[src/rtl/test_vertex_pkg.sv]
// Shared definitions for the test-geometry vertex source.
// Latency: n/a (types and constants only).
// Backpressure: n/a.
package test_vertex_pkg;

   // Vertex word geometry: 8 forced-zero bits, three X fields, three Y fields, then payload.
   localparam int WORD_W  = 224;
   localparam int FIELD_W = 12;
   localparam int TOP_LSB = 216;
   localparam int X_LSB   = 180;
   localparam int Y_LSB   = 144;
   localparam int PASS_W  = 144;

   localparam logic [1:0] MODE_PASS   = 2'd0;
   localparam logic [1:0] MODE_XSCALE = 2'd1;
   localparam logic [1:0] MODE_ROT    = 2'd2;

   typedef enum logic [2:0] {
      S_IDLE,
      S_FETCH,
      S_WAIT,
      S_LOAD,
      S_CALC,
      S_HOLD,
      S_DONE
   } state_t;

endpackage

[src/rtl/vertex_rot_unit.sv]
// Transforms one coordinate about the screen centre (pass / X-scale / rotate), saturated.
// Latency: combinational result; mode/sin/cos are captured once per frame on cfg_ld.
// Backpressure: none; the caller sequences one coordinate per cycle.
module vertex_rot_unit import test_vertex_pkg::*; #(
   parameter int COORD_W = 12,
   parameter int TRIG_W  = 8,
   parameter int FRAC    = 7,
   parameter int CX      = 1280,
   parameter int CY      = 960
) (
   input  logic                      clk,
   input  logic                      rst_n,
   input  logic                      cfg_ld,
   input  logic [1:0]                cfg_mode,
   input  logic signed [TRIG_W-1:0]  cfg_sin,
   input  logic signed [TRIG_W-1:0]  cfg_cos,
   input  logic signed [COORD_W:0]   dx,
   input  logic signed [COORD_W:0]   dy,
   input  logic                      sel_y,
   output logic [COORD_W-1:0]        res
);

   // Wide enough for a delta times a trig value plus the sum of two such products.
   localparam int PW = COORD_W + TRIG_W + 2;
   localparam logic signed [PW-1:0] CX_S  = PW'(CX);
   localparam logic signed [PW-1:0] CY_S  = PW'(CY);
   localparam logic signed [PW-1:0] MAX_S = PW'((1 << COORD_W) - 1);

   logic [1:0]               mode_q, mode_d;
   logic signed [TRIG_W-1:0] sin_q, sin_d, cos_q, cos_d;
   logic signed [PW-1:0]     dx_e, dy_e, ta_e, tb_e, m0, m1, delta, acc;
   logic signed [TRIG_W-1:0] trig_a, trig_b;

   // Per-frame transform settings, loaded only on the frame strobe
   always_comb begin
      mode_d = mode_q;
      sin_d  = sin_q;
      cos_d  = cos_q;
      if (cfg_ld) begin
         mode_d = cfg_mode;
         sin_d  = cfg_sin;
         cos_d  = cfg_cos;
      end
   end

   // Settings register
   always_ff @(posedge clk or negedge rst_n) begin
      if (!rst_n) begin
         mode_q <= '0;
         sin_q  <= '0;
         cos_q  <= '0;
      end else begin
         mode_q <= mode_d;
         sin_q  <= sin_d;
         cos_q  <= cos_d;
      end
   end

   // Two shared multipliers: m0 = dx*(sin|cos), m1 = dy*(cos|sin), then shift, recentre, saturate
   always_comb begin
      trig_a = (sel_y || (mode_q == MODE_XSCALE)) ? sin_q : cos_q;
      trig_b = sel_y ? cos_q : sin_q;
      dx_e   = {{(PW-COORD_W-1){dx[COORD_W]}}, dx};
      dy_e   = {{(PW-COORD_W-1){dy[COORD_W]}}, dy};
      ta_e   = {{(PW-TRIG_W){trig_a[TRIG_W-1]}}, trig_a};
      tb_e   = {{(PW-TRIG_W){trig_b[TRIG_W-1]}}, trig_b};
      m0     = dx_e * ta_e;
      m1     = dy_e * tb_e;
      case (mode_q)
         MODE_XSCALE: delta = sel_y ? dy_e : (m0 >>> FRAC);
         MODE_ROT:    delta = sel_y ? ((m0 + m1) >>> FRAC) : ((m0 - m1) >>> FRAC);
         default:     delta = sel_y ? dy_e : dx_e;
      endcase
      acc = delta + (sel_y ? CY_S : CX_S);
      if (acc[PW-1])
         res = '0;
      else if (acc > MAX_S)
         res = '1;
      else
         res = acc[COORD_W-1:0];
   end

endmodule

[config.mk]
export PLATFORM = sky130hd
export DESIGN_NAME = vertex_rot_unit
export DESIGN_NICKNAME = d
export VERILOG_FILES = /design/src/rtl/test_vertex_pkg.sv /design/src/rtl/vertex_rot_unit.sv
export SDC_FILE = /design/constraint.sdc
export NUM_CORES = 1
export LEC_CHECK = 0
export CAP_MARGIN = 10
export CELL_PAD_IN_SITES_DETAIL_PLACEMENT = 0
export CELL_PAD_IN_SITES_GLOBAL_PLACEMENT = 1
export CORE_UTILIZATION = 53
export CTS_BUF_LIST = sky130_fd_sc_hd__clkbuf_4 sky130_fd_sc_hd__clkbuf_8
export DETAILED_ROUTE_END_ITERATION = 16
export PLACE_DENSITY = 0.95
export SLEW_MARGIN = 20
export SYNTH_ARGS = -nofsm -noshare
export SYNTH_HDL_FRONTEND = slang
export SYNTH_SLANG_ARGS = --single-unit
[constraint.sdc]
create_clock -name clk -period 63.9 [get_ports clk]
set_clock_uncertainty 0.15 [all_clocks]
set_input_delay 19.17 -clock clk [delete_from_list [all_inputs] [get_ports clk]]
set_output_delay 19.17 -clock clk [all_outputs]
set_load 0.01 [all_outputs]
==> results.md <==
* Metal3 WL at 1020 microns
* Synthesized instance count at 1329
* RePlAce Congestion at 0.914
* DP Wirelength at 23100 microns
* DRT Pass-1 Iters at 5
* Grt ovf at 0
* Worst slew pin tran at 1010 ps
* IO Count at 60
* Port Buf Inserts at 59
* Die width at 147 microns
* Total Die Area at 21700 sq um
* Final Slew Violations at 0
* Area grow syn2layout at 7.41%
* Ys async rst share at 100%
* Global-route wire length before repair at 46100 microns
* Number of synthesized register bits at 18
* Crit path max fanout at 60
* Vias at 9106
* Ys flop type: dfrtp_1
* Slowest cell delay on critical path at 920 ps
* H-tree levels at 1
* Non-filler cells, final at 1621
* Detail-routed via count per cell at 5.62
* Syn_area_per_cell at 8.42 sq um
* Fin crit share at 76.1%
* Ratio of cells with drive above 1 in the final layout at 6.07%
* Most instantiated library cell after synthesis: inv_1
* Status: complete, no violations
* Top post-synthesis cells by count: inv_1, fa_1, ha_1, nand2_1, nor2b_1
* Clock-pin transition on the worst setup and hold timing paths at 60 ps
* Crit path capture type: output pin
* Seq/Total Area, Yosys at 4.02%
* Startpoint Class: primary input
* Post-route antenna net violation count at 0
* Top cells by area, synth: fa_1, ha_1, inv_1
* Final nets at 1677
* Worst slew margin at 30.5%
* CTS tree: built
* Max Used Layer: met4
* Minimum clock period at 48630 ps
* Dominant cell type by area after synthesis: fa_1
* Critical path's most frequent cell: fa_1
* Largest net degree at the start of global routing at 61
* Starting Density at 54.6%
* Worst r2r path cells at 1
* Diode count at 0
* RR Startpoint: cos_q[0]$_DFFE_PN0P_
* Core Region at 20500 sq um
* Clock Latency Late Sink at 250 ps
* Synthesized net count at 1653
* Cells resized by post-CTS repair at 0
* Worst hold path cell count at 1
* Fmax at 20.6 MHz
* Yosys warns at 0
* Post-CTS Setup Repair Bufs at 0
* GRT Total Usage at 26.2%
* Synth cell types at 79
* Max Cap Violations at 0
* Die height at 147 microns
* CP Launch Point: sel_y
* Clock buffer depth at 2
* Top-area cell type share of the netlist area at 30.6%
* Clock sinks at 18
* Number of placed instances, taps included at 1618
* Crit path required time at 44580 ps
* Final wirelength at 27400 microns
* Final Hold Viols at 0
* Post-synth EDFFs at 0
* WL met1 at 12300 microns
* Min-delay src: cos_q[1]$_DFFE_PN0P_
* Wire length on met2 at 13500 microns
* CTS Hold Bufs at 0
* Slowest-stage cell, CP: mux2i_1
* CP Class: primary input to output pin
* Initial antenna violation count at 0
* Rows at 52
* Crit path DAT at 29310 ps
* Starting DRT DRC Count at 501
* Setup tns final at 0 ps
* Setup violators final at 0
* CTS Root Cell: clkbuf_8
* Mapped cell area at 11200 sq um
* RSZ-0062 raised after global routing: no
* Vias in the first global route at 9348
* Num CTS Buffers at 3
* Drt wl/cell at 16.9 microns
* Residual DRC count at 0
* Hold WC Path Type: register to register
-- cell usage in the layout, fill, tap and decap left out, types with 4 or more instances in the layout --
cell and n:
a211oi_1 11, a21boi_0 5, a21o_1 18, a21oi_1 52, a221oi_1 6, a22oi_1 5
a31oi_1 17, and2_1 42, and3_1 11, buf_4 8, clkdlybuf4s50_1 58, dfrtp_1 18
fa_1 171, ha_1 105, inv_1 238, mux2_2 24, mux2i_1 17, mux2i_2 4
nand2_1 102, nand2b_1 20, nand3_1 12, nand3b_1 4, nand4_1 6, nor2_1 57
nor2b_1 96, nor3_1 14, nor3b_1 4, nor4_1 5, o2111ai_1 5, o21a_1 7
o21ai_0 38, o21bai_1 7, o221ai_1 4, o221ai_2 8, or2_2 18, xnor2_1 50
xor2_1 22
-- layer usage --
layer	vias to the layer above	global-route usage, %
met4	0	5.15
met3	34	1.18
met5	-	0
met1	4490	36.4
met2	207	45.6
li1	4375	-
-- cells by family after synthesis --
group / after synthesis / share of synthesized area [%]
compound gates: 221 / 14.0
xor+xnor: 73 / 5.83
fa+ha+maj: 276 / 42.3
buf+inv: 286 / 9.82
flops: 18 / 4.02
mux: 46 / 4.46
simple gates: 409 / 19.6
-- cell type report --
class | count | area [sq um]
Multi-Input combinational cell | 1025 | 9660
Fill cell | 1852 | 8470
Inverter | 238 | 893
Timing Repair Buffer | 67 | 646
Sequential cell | 18 | 450
Tap cell | 270 | 338
Clock buffer | 3 | 41.3
-- state kept, by name (all words and copies together), names as in the netlist --
name	count
cos_q	8
sin_q	8
mode_q	2
-- final timing paths --
path,to,slack (ps)
max in group asynchronous,sin_q[3]$_DFFE_PN0P_,43880
min,cos_q[1]$_DFFE_PN0P_,390
max reg2reg,cos_q[0]$_DFFE_PN0P_,62900
min reg2reg,cos_q[1]$_DFFE_PN0P_,390
min in group asynchronous,cos_q[2]$_DFFE_PN0P_,19220
max,res[0],15270
-- through the flow --
step	util, %	instance area, sq um	hold slack [ps]	worst slack (ps)
final	58.7	12000	389	15270
after global routing	58.7	12000	408	14640
after CTS	58.6	12000	393	15150
after detailed placement	58.4	12000	377	15150
after global placement	58.4	12000	373	15540
after floorplan	-	11200	347	16780
-- worst max-delay path, delay by kind of cell --
kind / cells / cell delay, ps
fa+ha+maj: 7 / 2960
xor+xnor: 2 / 390
mux: 1 / 920
buf+inv: 6 / 1100
simple gates: 5 / 1420
compound gates: 13 / 3340
Power is not shown: default switching activity piles up to over one toggle a cycle in this logic, so the estimate is an artifact.
==> RTL edit: new RTL, config.mk and constraints unchanged <==
Add an input register stage for `dy`, without a reset; this delays it by one clock. The other inputs are not delayed to match.
--- a/src/rtl/vertex_rot_unit.sv
+++ b/src/rtl/vertex_rot_unit.sv
@@ -25,6 +25,12 @@
    localparam logic signed [PW-1:0] CX_S  = PW'(CX);
    localparam logic signed [PW-1:0] CY_S  = PW'(CY);
    localparam logic signed [PW-1:0] MAX_S = PW'((1 << COORD_W) - 1);
+
+   logic signed [COORD_W:0] dy_q;
+
+   always_ff @(posedge clk) begin
+      dy_q <= dy;
+   end
 
    logic [1:0]               mode_q, mode_d;
    logic signed [TRIG_W-1:0] sin_q, sin_d, cos_q, cos_d;
@@ -61,7 +67,7 @@
       trig_a = (sel_y || (mode_q == MODE_XSCALE)) ? sin_q : cos_q;
       trig_b = sel_y ? cos_q : sin_q;
       dx_e   = {{(PW-COORD_W-1){dx[COORD_W]}}, dx};
-      dy_e   = {{(PW-COORD_W-1){dy[COORD_W]}}, dy};
+      dy_e   = {{(PW-COORD_W-1){dy_q[COORD_W]}}, dy_q};
       ta_e   = {{(PW-TRIG_W){trig_a[TRIG_W-1]}}, trig_a};
       tb_e   = {{(PW-TRIG_W){trig_b[TRIG_W-1]}}, trig_b};
       m0     = dx_e * ta_e;
Behaviour: not the same (a bounded check fails within 4 cycles, from zero or initial values and one cycle with rst_n low).
==> RTL edit against the original RTL <==
Die area up 0.48%; sequential cell count up 13; hold slack better by 0.012 ns; highest routed layer unchanged; wire length down 0.99%; setup slack worse by 0.14 ns; critical endpoint unchanged; non-clock buffer count down 1; global-route usage up 0.61 points; synthesized cell count about the same; synthesized area up 0.49%; final area up 1.2%.
Power is not shown: default switching activity piles up to over one toggle a cycle in this logic, so the estimate is an artifact.
==> RTL edit: results (changes against the original RTL) <==
* Vias in the first global route at 9678 (was 9348)
* Metal-1 WL at 11700 um (was 12300 um)
* H-tree levels at 2 (was 1)
* Crit Path Max Fanout at 58 (was 60)
* Total track usage at 0.269 (was 0.262)
* Critical Path Sink: res[0] (unchanged)
* Mux cell area share after synthesis at 0.0393 (was 0.0446)
* Share of post-route cells with drive strength above 1 at 0.0574 (was 0.0607)
* CTS buffer count at 5 (was 3)
* Largest regs: dy_q x13, cos_q x8, sin_q x8 (was cos_q x8, sin_q x8, mode_q x2)
* Met2 WL at 13400 um (was 13500 um)
* CTS root buf: clkbuf_8 (unchanged)
* Top cells by count, synth: 233 x inv_1, 171 x fa_1, 109 x nand2_1 (was 238 x inv_1, 171 x fa_1, 105 x ha_1)
* Clock Latency Late Sink at 0.30 ns (was 0.25 ns)
* FF-to-FF Start: cos_q[6] (was cos_q[0])
* FILL cells at 1842 (was 1852)
* Worst slew pin tran at 1.05 ns (was 1.01 ns)
* XOR/XNOR Fraction of Synth Area at 0.0534 (was 0.0583)
* DR pass1 iterations at 6 (was 5)
* Async set or reset register ratio after synthesis at 0.581 (was 1.00)
* Synth Area in Adders at 0.421 (was 0.423)
* Reg2reg setup slack at 62.88 ns (was 62.90 ns)
* Met1 GRT Util at 0.341 (was 0.364)
* Reg-to-Reg End: cos_q[6] (was cos_q[0])
* Netlist cell types at 75 (was 79)
* Routed wire per std cell at 16.6 um (was 16.9 um)
* Critical Path AT at 29.45 ns (was 29.31 ns)
* Post-synthesis compound-gate area fraction at 0.131 (was 0.140)
* Met3 wire length at 1110 um (was 1020 um)
* Outcome: complete, no violations (unchanged)
* Largest net degree at the start of global routing at 59 (was 61)
* Sequential fraction of the synthesis area at 0.0632 (was 0.0402)
* Gpl congestion at 0.895 (was 0.914)
* Met2 GRT Util at 0.474 (was 0.456)
* Routed vias at 9143 (was 9106)
* Max incr delay on CP at 0.94 ns (was 0.92 ns)
* NumNets Final at 1682 (was 1677)
* DP Wirelength at 22700 um (was 23100 um)
* First-pass GRT wire length at 47000 um (was 46100 um)
* Drt initial violations at 496 (was 501)
* Synth area leaders: fa_1 30%, ha_1 12%, inv_1 7.8%, nor2b_1 5.3%, dfrtp_1 4.0% (was fa_1 31%, ha_1 12%, inv_1 8.0%, nor2b_1 5.4%, dfrtp_1 4.0%)
* Post-Syn Nets at 1652 (was 1653)
* Met3 GRT Util at 0.0302 (was 0.0118)
-- RTL edit: cell count changes after synthesis, sizes merged, moves of 5 or more --
cell    before  now
buf         13    7
nor3        14    8
nor2        57   64
nand3       12   18
inv        238  233
and2        43   48
dfxtp        0   13
xor2        22   27
xnor2       50   39
o221ai      12    2
nand2      102  109
mux2i       21   16
-- RTL edit: area by class of cell --
class | count | share of cell area
Clock buffer | 6 | 0.00678
Inverter | 233 | 0.0718
Tap cell | 270 | 0.0277
Clock inverter | 2 | 0.00288
Timing Repair Buffer | 66 | 0.0524
Sequential cell | 31 | 0.0584
Multi-Input combinational cell | 1021 | 0.780
-- RTL edit: cell families after synthesis --
logic type | Yosys count
xor gates and xnor gates | 67
and+or+nand+nor | 423
adders and majority gates | 276
buffers and inverters | 276
muxes | 41
AOI/OAI and AO/OA | 214
DFF | 31
-- RTL edit: worst min path at each step --
stage	endpoint	slack (ns)
detailed placement	cos_q[1]	0.39
CTS	cos_q[1]	0.40
floorplan	cos_q[2]	0.35
global route	sin_q[3]	0.43
global placement	cos_q[1]	0.38
finish	cos_q[1]	0.40
-- RTL edit: metrics by stage --
| stage | std cells | area (um2) | setup WS [ns] |
|---|---|---|---|
| floorplan | 1328 | 11300 | 16.34 |
| global placement | 1621 | 12000 | 15.23 |
| detailed placement | 1621 | 12000 | 15.10 |
| CTS | 1629 | 12200 | 15.08 |
| global route | 1629 | 12200 | 14.54 |
| finish | 1629 | 12200 | 15.13 |
-- RTL edit: worst max-delay path, delay by kind of cell --
kind	cells	cell delay, ns
XOR/XNOR	2	0.34
buffers and inverters	6	1.25
adder cells (fa/ha/maj)	7	3.05
multiplexers	1	0.94
AO/OA/AOI/OAI	15	3.20
AND/OR/NAND/NOR	6	1.47
